## src/rtl/multdiv_iter.sv

```systemverilog
// Iterative signed 32-bit multiply/divide unit.
// 32 shift-add multiply steps or 32 restoring divide steps per operation,
// with a one-cycle ready strobe and a registered result/exception pair.
module multdiv_iter (
    input  logic        clock,
    input  logic        reset_n,
    input  logic [31:0] data_operandA,
    input  logic [31:0] data_operandB,
    input  logic        ctrl_MULT,
    input  logic        ctrl_DIV,
    output logic [31:0] data_result,
    output logic        data_exception,
    output logic        data_resultRDY,
    output logic        busy
);

    typedef enum logic [1:0] {StIdle, StMul, StDiv} state_e;

    state_e      state_q, state_d;
    logic [4:0]  cnt_q, cnt_d;
    logic [63:0] acc_q, acc_d;
    logic [31:0] mag_a_q, mag_a_d;
    logic [31:0] mag_b_q, mag_b_d;
    logic        sign_q, sign_d;
    logic [31:0] res_q, res_d;
    logic        exc_q, exc_d;
    logic        rdy_q, rdy_d;

    logic        start;
    logic [31:0] mag_a_in, mag_b_in;

    logic        mul_bit;
    logic [32:0] mul_sum;
    logic [63:0] mul_next;
    logic        mul_neg;
    logic [31:0] mul_res;
    logic        mul_exc;

    logic [32:0] div_rem_sh;
    logic [33:0] div_diff;
    logic [63:0] div_next;
    logic [31:0] div_res;
    logic        div_exc;

    assign start    = ctrl_MULT | ctrl_DIV;
    // Negating 0x80000000 yields 0x80000000, which is 2^31 read as unsigned.
    assign mag_a_in = data_operandA[31] ? -data_operandA : data_operandA;
    assign mag_b_in = data_operandB[31] ? -data_operandB : data_operandB;

    // Datapath for one multiply step and one divide step, plus final result shaping.
    always_comb begin
        // Multiply: acc high half accumulates, whole register shifts right with the carry.
        mul_bit  = mag_b_q[cnt_q];
        mul_sum  = {1'b0, acc_q[63:32]} + (mul_bit ? {1'b0, mag_a_q} : 33'd0);
        mul_next = {mul_sum, acc_q[31:1]};
        mul_neg  = sign_q & (|mul_next);
        mul_res  = mul_neg ? -mul_next[31:0] : mul_next[31:0];
        // A negative product may reach exactly 2^31 in magnitude without overflowing.
        mul_exc  = (|mul_next[63:31]) && !(mul_neg && (mul_next == 64'h0000_0000_8000_0000));

        // Divide: acc is remainder:quotient; dividend bits enter MSB first.
        div_rem_sh = {acc_q[63:32], mag_a_q[5'd31 - cnt_q]};
        div_diff   = {1'b0, div_rem_sh} - {2'b00, mag_b_q};
        if (!div_diff[33]) begin
            div_next = {div_diff[31:0], acc_q[30:0], 1'b1};
        end else begin
            div_next = {div_rem_sh[31:0], acc_q[30:0], 1'b0};
        end
        div_res = sign_q ? -div_next[31:0] : div_next[31:0];
        div_exc = 1'b0;
        if (mag_b_q == 32'd0) begin
            div_res = 32'd0;
            div_exc = 1'b1;
        end else if ((mag_a_q == 32'h8000_0000) && (mag_b_q == 32'd1) && !sign_q) begin
            // Only 0x80000000 / -1 produces a positive 2^31 quotient.
            div_exc = 1'b1;
        end
    end

    // Next-state and output register logic; a start overrides any running operation.
    always_comb begin
        state_d = state_q;
        cnt_d   = cnt_q;
        acc_d   = acc_q;
        mag_a_d = mag_a_q;
        mag_b_d = mag_b_q;
        sign_d  = sign_q;
        res_d   = res_q;
        exc_d   = exc_q;
        rdy_d   = 1'b0;

        if (start) begin
            state_d = ctrl_MULT ? StMul : StDiv;
            cnt_d   = 5'd0;
            acc_d   = 64'd0;
            mag_a_d = mag_a_in;
            mag_b_d = mag_b_in;
            sign_d  = data_operandA[31] ^ data_operandB[31];
            exc_d   = 1'b0;
        end else begin
            unique case (state_q)
                StMul: begin
                    acc_d = mul_next;
                    cnt_d = cnt_q + 5'd1;
                    if (cnt_q == 5'd31) begin
                        state_d = StIdle;
                        res_d   = mul_res;
                        exc_d   = mul_exc;
                        rdy_d   = 1'b1;
                    end
                end
                StDiv: begin
                    acc_d = div_next;
                    cnt_d = cnt_q + 5'd1;
                    if (cnt_q == 5'd31) begin
                        state_d = StIdle;
                        res_d   = div_res;
                        exc_d   = div_exc;
                        rdy_d   = 1'b1;
                    end
                end
                default: begin
                    state_d = StIdle;
                end
            endcase
        end
    end

    // State and datapath registers with asynchronous active-low reset.
    always_ff @(posedge clock or negedge reset_n) begin
        if (!reset_n) begin
            state_q <= StIdle;
            cnt_q   <= 5'd0;
            acc_q   <= 64'd0;
            mag_a_q <= 32'd0;
            mag_b_q <= 32'd0;
            sign_q  <= 1'b0;
            res_q   <= 32'd0;
            exc_q   <= 1'b0;
            rdy_q   <= 1'b0;
        end else begin
            state_q <= state_d;
            cnt_q   <= cnt_d;
            acc_q   <= acc_d;
            mag_a_q <= mag_a_d;
            mag_b_q <= mag_b_d;
            sign_q  <= sign_d;
            res_q   <= res_d;
            exc_q   <= exc_d;
            rdy_q   <= rdy_d;
        end
    end

    assign data_result    = res_q;
    assign data_exception = exc_q;
    assign data_resultRDY = rdy_q;
    assign busy           = (state_q != StIdle);

endmodule

```

## config.mk

```make
export PLATFORM = sky130hd
export DESIGN_NAME = multdiv_iter
export DESIGN_NICKNAME = d
export VERILOG_FILES = /design/src/rtl/multdiv_iter.sv
export SDC_FILE = /design/constraint.sdc
export NUM_CORES = 1
export LEC_CHECK = 0
export CAP_MARGIN = 40
export CORE_ASPECT_RATIO = 1.25
export CORE_MARGIN = 2
export CORE_UTILIZATION = 60
export DETAILED_ROUTE_END_ITERATION = 8
export PLACE_DENSITY = 0.91
export SLEW_MARGIN = 10
export SYNTH_ARGS = -nofsm -noshare
export SYNTH_HDL_FRONTEND = slang
export SYNTH_SLANG_ARGS = --single-unit
```

## constraint.sdc

```tcl
create_clock -name clock -period 13.3 [get_ports clock]
set_input_delay 2.66 -clock clock [delete_from_list [all_inputs] [get_ports clock]]
set_output_delay 2.66 -clock clock [all_outputs]
set_load 0.05 [all_outputs]
```

-- After elaboration in Yosys (flattened, before gate mapping)
Index checks and enable logic that the tools add are counted.
W data, S select, Z words.
- add/sub/neg operators: 8
- $mul: 0
- div/mod/pow operators: 0
- $lt $le $gt $ge: 2
- eq/ne operators: 11
- shift operators: 0
- mux-type cells: 31
- bitwise logic cells: 4
- reductions and logical operators: 16
- operators with widths (kind ; count):
    $mux W32 ; 8
    $mux W64 ; 2
    $neg A32 Y32 ; 4
    $pmux W64 S2 ; 1
    $eq A64 B32 Y1 const B ; 1
    $pmux W32 S2 ; 1
    $reduce_or A64 Y1 ; 1
    $sub A33 B32 Y34 ; 1
    $add A32 B32 Y33 ; 1
    $reduce_or A33 Y1 ; 1
    $eq A32 B1 Y1 const B ; 1
    $eq A32 B32 Y1 const B ; 1
    $logic_not A32 Y1 ; 1
    $lt A5 B6 Y1 const B ; 2
    $bmux W1 S5 ; 2
    $mux W1 ; 10
    $mux W5 ; 2
    $mux W2 ; 4
    $ne A3 B3 Y1 const B ; 2
    $reduce_bool A2 Y1 ; 3
    $add A5 B1 Y5 const B ; 1
    $eq A5 B5 Y1 const B ; 1
    $sub A5 B5 Y5 const A ; 1
    $logic_and A1 B1 Y1 ; 4
    14 further kinds ; 16
- flip-flop bits (word level): 170
- bits in latches: 0
- bits in writable memories: 0
- bits in read-only memories: 0
- input bits: 68
- output and inout bits: 35
- logic and storage cells: 81
- memories kept: 0

-- Logic depth before layout (Yosys ltp)
- depth in word-level cells: 12
- gate-level depth with buffers: 24
- mapped depth without buffers: 20

-- Worst setup path after synthesis
Ideal clock, no wire load.
- path type: register to register
- start point: register cnt_q[1]
- end point: register res_q[18], in the netlist data_result[18]
- library setup time: 0.119 ns
- arrival time: 5.856 ns
- required time: 13.181 ns
- path slack: 7.325 ns
- cell stages (with the launch flop): 24
- path buffers: 4
- period minus slack after synthesis: 5.975 ns
- cell sequence: dfrtp_1 -> clkbuf_1 -> clkbuf_1 -> mux4_2 -> mux4_2 -> mux2i_1 -> ha_1 -> nor2b_1 -> o21ai_0 -> a21boi_1 -> o31ai_1 -> a31oi_1 -> o2111ai_1 -> nand2_1 -> inv_2 -> clkbuf_1 -> clkbuf_1 -> ha_1 -> inv_1 -> or2_2 -> o21ai_0 -> xor2_1 -> o221ai_1 -> o21a_1
- cells in the longest elaborated chain, start to end: 10
- elaborated cells between the ends (all ways): 22
- classes of those cells: add/sub (4); eq/ne (3); mux (12); bitwise (1); reduce/logical (2)
- ends and longest elaborated chain (item ; RTL line ; text):
    start, declared ; 20 ; logic [4:0] cnt_q, cnt_d;
    start signal, assigned ; 143 ; cnt_q <= cnt_d;
    $sub A5 B5 Y5 ; 62 ; div_rem_sh = {acc_q[63:32], mag_a_q[5'd31 - cnt_q]};
    $bmux W1 S5 ; 62 ;
    $mux W1 (not written as such) ; 62 ;
    $sub A33 B32 Y34 ; 63 ; div_diff = {1'b0, div_rem_sh} - {2'b00, mag_b_q};
    $mux W64 ; 64 ; if (!div_diff[33]) begin
    $neg A32 Y32 ; 69 ; div_res = sign_q ? -div_next[31:0] : div_next[31:0];
    $mux W32 ; 69 ;
    $mux W32 ; 71 ; if (mag_b_q == 32'd0) begin
    $mux W32 ; 115 ; if (cnt_q == 5'd31) begin
    $pmux W32 S2 ; 101 ; unique case (state_q)
    end signal, assigned ; 148 ; res_q <= res_d;
    end, declared ; 25 ; logic [31:0] res_q, res_d;
Parallel ways exist; a longest one is shown, timed or not. The select of a mux whose other input is x is not followed.
A chain may end at the register's enable or synchronous reset.

-- Worst setup path in the final report
Same ends and word-level chain as after synthesis.

==> results.json <==
{
  "crit_type": "reg -> reg",
  "place_area_um2": 16200,
  "fin_area_um2": 16900,
  "hold_buffers": 0,
  "ys_ff_latch": 170,
  "hp-class": "reg -> reg",
  "worstSetupPathDepth": 21,
  "path_max_fanout": 33,
  "required_ns": 13.65,
  "h-tree-depth": 4,
  "cp.buffers_inverters": 4,
  "clk_pin_slew_worst_paths_ns": 0.08,
  "skew_ns": 0.0146,
  "peakVddDrop_uv": 88.8,
  "reg2regPathDepth": 21,
  "crit_family": "compound AO/OA/AOI/OAI gates",
  "multi_input_area_um2": 10100,
  "synth_edf_count": 0,
  "outcome": "complete, no violations",
  "n_antenna_cell": 0,
  "ant_nets": 0,
  "period_needed_ns": 6.55,
  "hold_ws_ns": 0.490,
  "yosys.area.top_type": "dfrtp_1",
  "min_from": "data_result[8]",
  "drt_iter0_markers": 1264,
  "slew-limit-headroom_pct": 29.7,
  "syn_area_per_cell_um2": 8.09,
  "synthArstFlopShare_pct": 100,
  "regArea_um2": 4250,
  "final_max_slew_viol_count": 0,
  "ys_types": 85,
  "r2r-end": "data_result[18]",
  "cp.arrival_ns": 6.90,
  "vias": 15000,
  "cts_tree": "yes",
  "cts-root-buf": "clkbuf_16",
  "core_area_um2": 24600,
  "die_y_um": 181,
  "hold-path-cell-count": 1,
  "worst_slew_pin_slew_ns": 1.03,
  "overflow": 0,
  "fp.dieW_um": 146,
  "hold_viol_final": 0,
  "grt_setup_unrepaired": "false",
  "setup_tns_ns": 0,
  "drt_pass1_iterations": 8,
  "finalWeightedCongestion": 0.993,
  "synth_seq_area_share_pct": 28.2,
  "startpoint_type": "flop",
  "grt_antenna_before_repair": 0,
  "finalCritPeriodShare_pct": 49.2,
  "viasPerCell": 6.78,
  "p_leak_nw": 7.20,
  "io_buffers": 102,
  "total_power_mw": 1.63,
  "fin_nets": 2013,
  "clock_sinks": 170,
  "slowest_stage": "dfrtp_1",
  "start_util_pct": 61.3,
  "crit_path_max_incr_delay_ns": 0.54,
  "synth_nets": 2006,
  "grt_max_degree": 115,
  "synth_area_leaders": "dfrtp_1 28%, ha_1 6.1%, xor2_1 5.8%",
  "area_growth_pct": 11.8,
  "grtUsageTotal_pct": 35.2,
  "wire_per_inst_um": 21.2,
  "stdcell_count": 2213,
  "dieArea_um2": 26400,
  "holdPathEnd": "data_result[8]",
  "rows": 64,
  "grt_pass1_wl_um": 74800,
  "synth_cells": 1863,
  "synth_area_um2": 15100,
  "setup-violations-final": 0,
  "ctsResizeCount": 0,
  "dp_cells": 2179,
  "drv_cap": 0,
  "pwr_density_cell_nw_per_um2": 97.0,
  "fill_cells": 1971,
  "drive_above_1_share_pct": 5.79,
  "drc_errors": 0,
  "dp_slack_ns": 6.44,
  "clk_latency_ns": 0.45,
  "crit_path_end_kind": "flop",
  "r2r_slack_ns": 6.75,
  "yosys_warnings": 0,
  "cts_buffer_depth": 2,
  "first_global_vias": 14400,
  "reg2reg_from": "cnt_q[1]",
  "dp_hpwl_um": 34900,
  "path_cells": "buf_16, mux4_2, mux4_2, mux2i_1, ha_1, nor2b_1, o21ai_0, a21boi_1, o31ai_1, a31oi_1, o2111ai_1, nand2_1, buf_8, inv_2, ha_1, inv_1, or2_2, o21ai_0, xor2_1, o221ai_1, o21a_1",
  "wl_um": 46800,
  "ios": 103,
  "ys.flop_type": "dfrtp_1",
  "postCtsSetupRepairBufs": 0,
  "fmax_mhz": 153,
  "setup_ws_ns": 6.75,
  "numCtsBuffers": 17,
  "final_util_pct": 68.6,
  "synth_top_area_share_pct": 28.2
}
==> worst max-delay path by stage <==
stage | from | to
detailed placement | cnt_q[1] | data_result[18]
global placement | cnt_q[1] | data_result[18]
floorplan | cnt_q[1] | data_result[18]
CTS | cnt_q[1] | data_result[18]
global route | cnt_q[1] | data_result[18]
finish | cnt_q[1] | data_result[18]
==> cells in the mapped netlist, types with 20 or more instances <==
cell	count
o211ai_1	22
mux2i_1	42
a211oi_1	32
nand4_1	26
xor2_1	100
dfrtp_1	170
inv_1	64
nor4_1	33
o21a_1	24
xnor2_1	36
nor3_1	30
nand3_1	30
or3_1	23
o31ai_1	25
clkbuf_1	109
nand2_1	208
buf_1	20
nor2_1	148
a21oi_1	116
o21ai_0	141
mux4_2	20
a21o_1	40
nor2b_1	53
o21ai_1	21
ha_1	73
a31oi_1	22
==> final cells by class <==
| cell class | instances | share of cell area [%] |
|---|---|---|
| multi-input combinational | 1492 | 59.8 |
| sequential | 170 | 25.2 |
| timing repair buffer | 122 | 7.56 |
| clock buffer | 17 | 2.52 |
| tap | 330 | 2.45 |
| inverter | 67 | 1.49 |
| clock inverter | 15 | 0.920 |
==> logic make-up (layout without fill, tap and decap cells) <==
kind of cell | Yosys count | count (layout) | synth area share, %
AND/OR/NAND/NOR | 629 | 629 | 20.5
XOR/XNOR | 136 | 136 | 7.90
flip-flops | 170 | 170 | 28.2
AO/OA/AOI/OAI | 578 | 578 | 25.3
multiplexers | 74 | 74 | 6.70
buffers and inverters | 201 | 221 | 5.13
adder cells (fa/ha/maj) | 75 | 75 | 6.32
==> layout by cell type, fill, tap and decap left out, types with 33 or more instances in the layout <==
cell type,n
nand2_1,208
dfrtp_1,170
nor2_1,146
o21ai_0,141
a21oi_1,116
clkdlybuf4s50_1,101
xor2_1,100
ha_1,71
inv_1,64
nor2b_1,53
mux2i_1,41
a21o_1,40
xnor2_1,36
nor4_1,33
==> power by group <==
group	total [mW]	internal (mW)	switching, mW
registers	0.599	0.552	0.0478
clock network	0.510	0.266	0.244
logic	0.525	0.205	0.320
==> sequential cells by signal, summed over array words and instances, names as in the netlist <==
| signal | count |
|---|---|
| data_result | 32 |
| cnt_q | 5 |
| data_resultRDY | 1 |
| mag_b_q | 32 |
| acc_q | 64 |
| sign_q | 1 |
| data_exception | 1 |
| state_q | 2 |
| mag_a_q | 32 |
==> routing by layer <==
layer  routed length (µm)  global-route usage [%]  part of all wire [%]  vias to the layer above
met5                    0                       0                     0                        -
met4                 3310                    24.2                   7.1                        0
met3                 3000                    5.33                   6.4                      214
met2                23000                    60.7                    49                      802
met1                17500                    40.1                    37                     7109
li1                     -                       -                     -                     6882
Note: power is estimated with default switching activity, not from simulation.
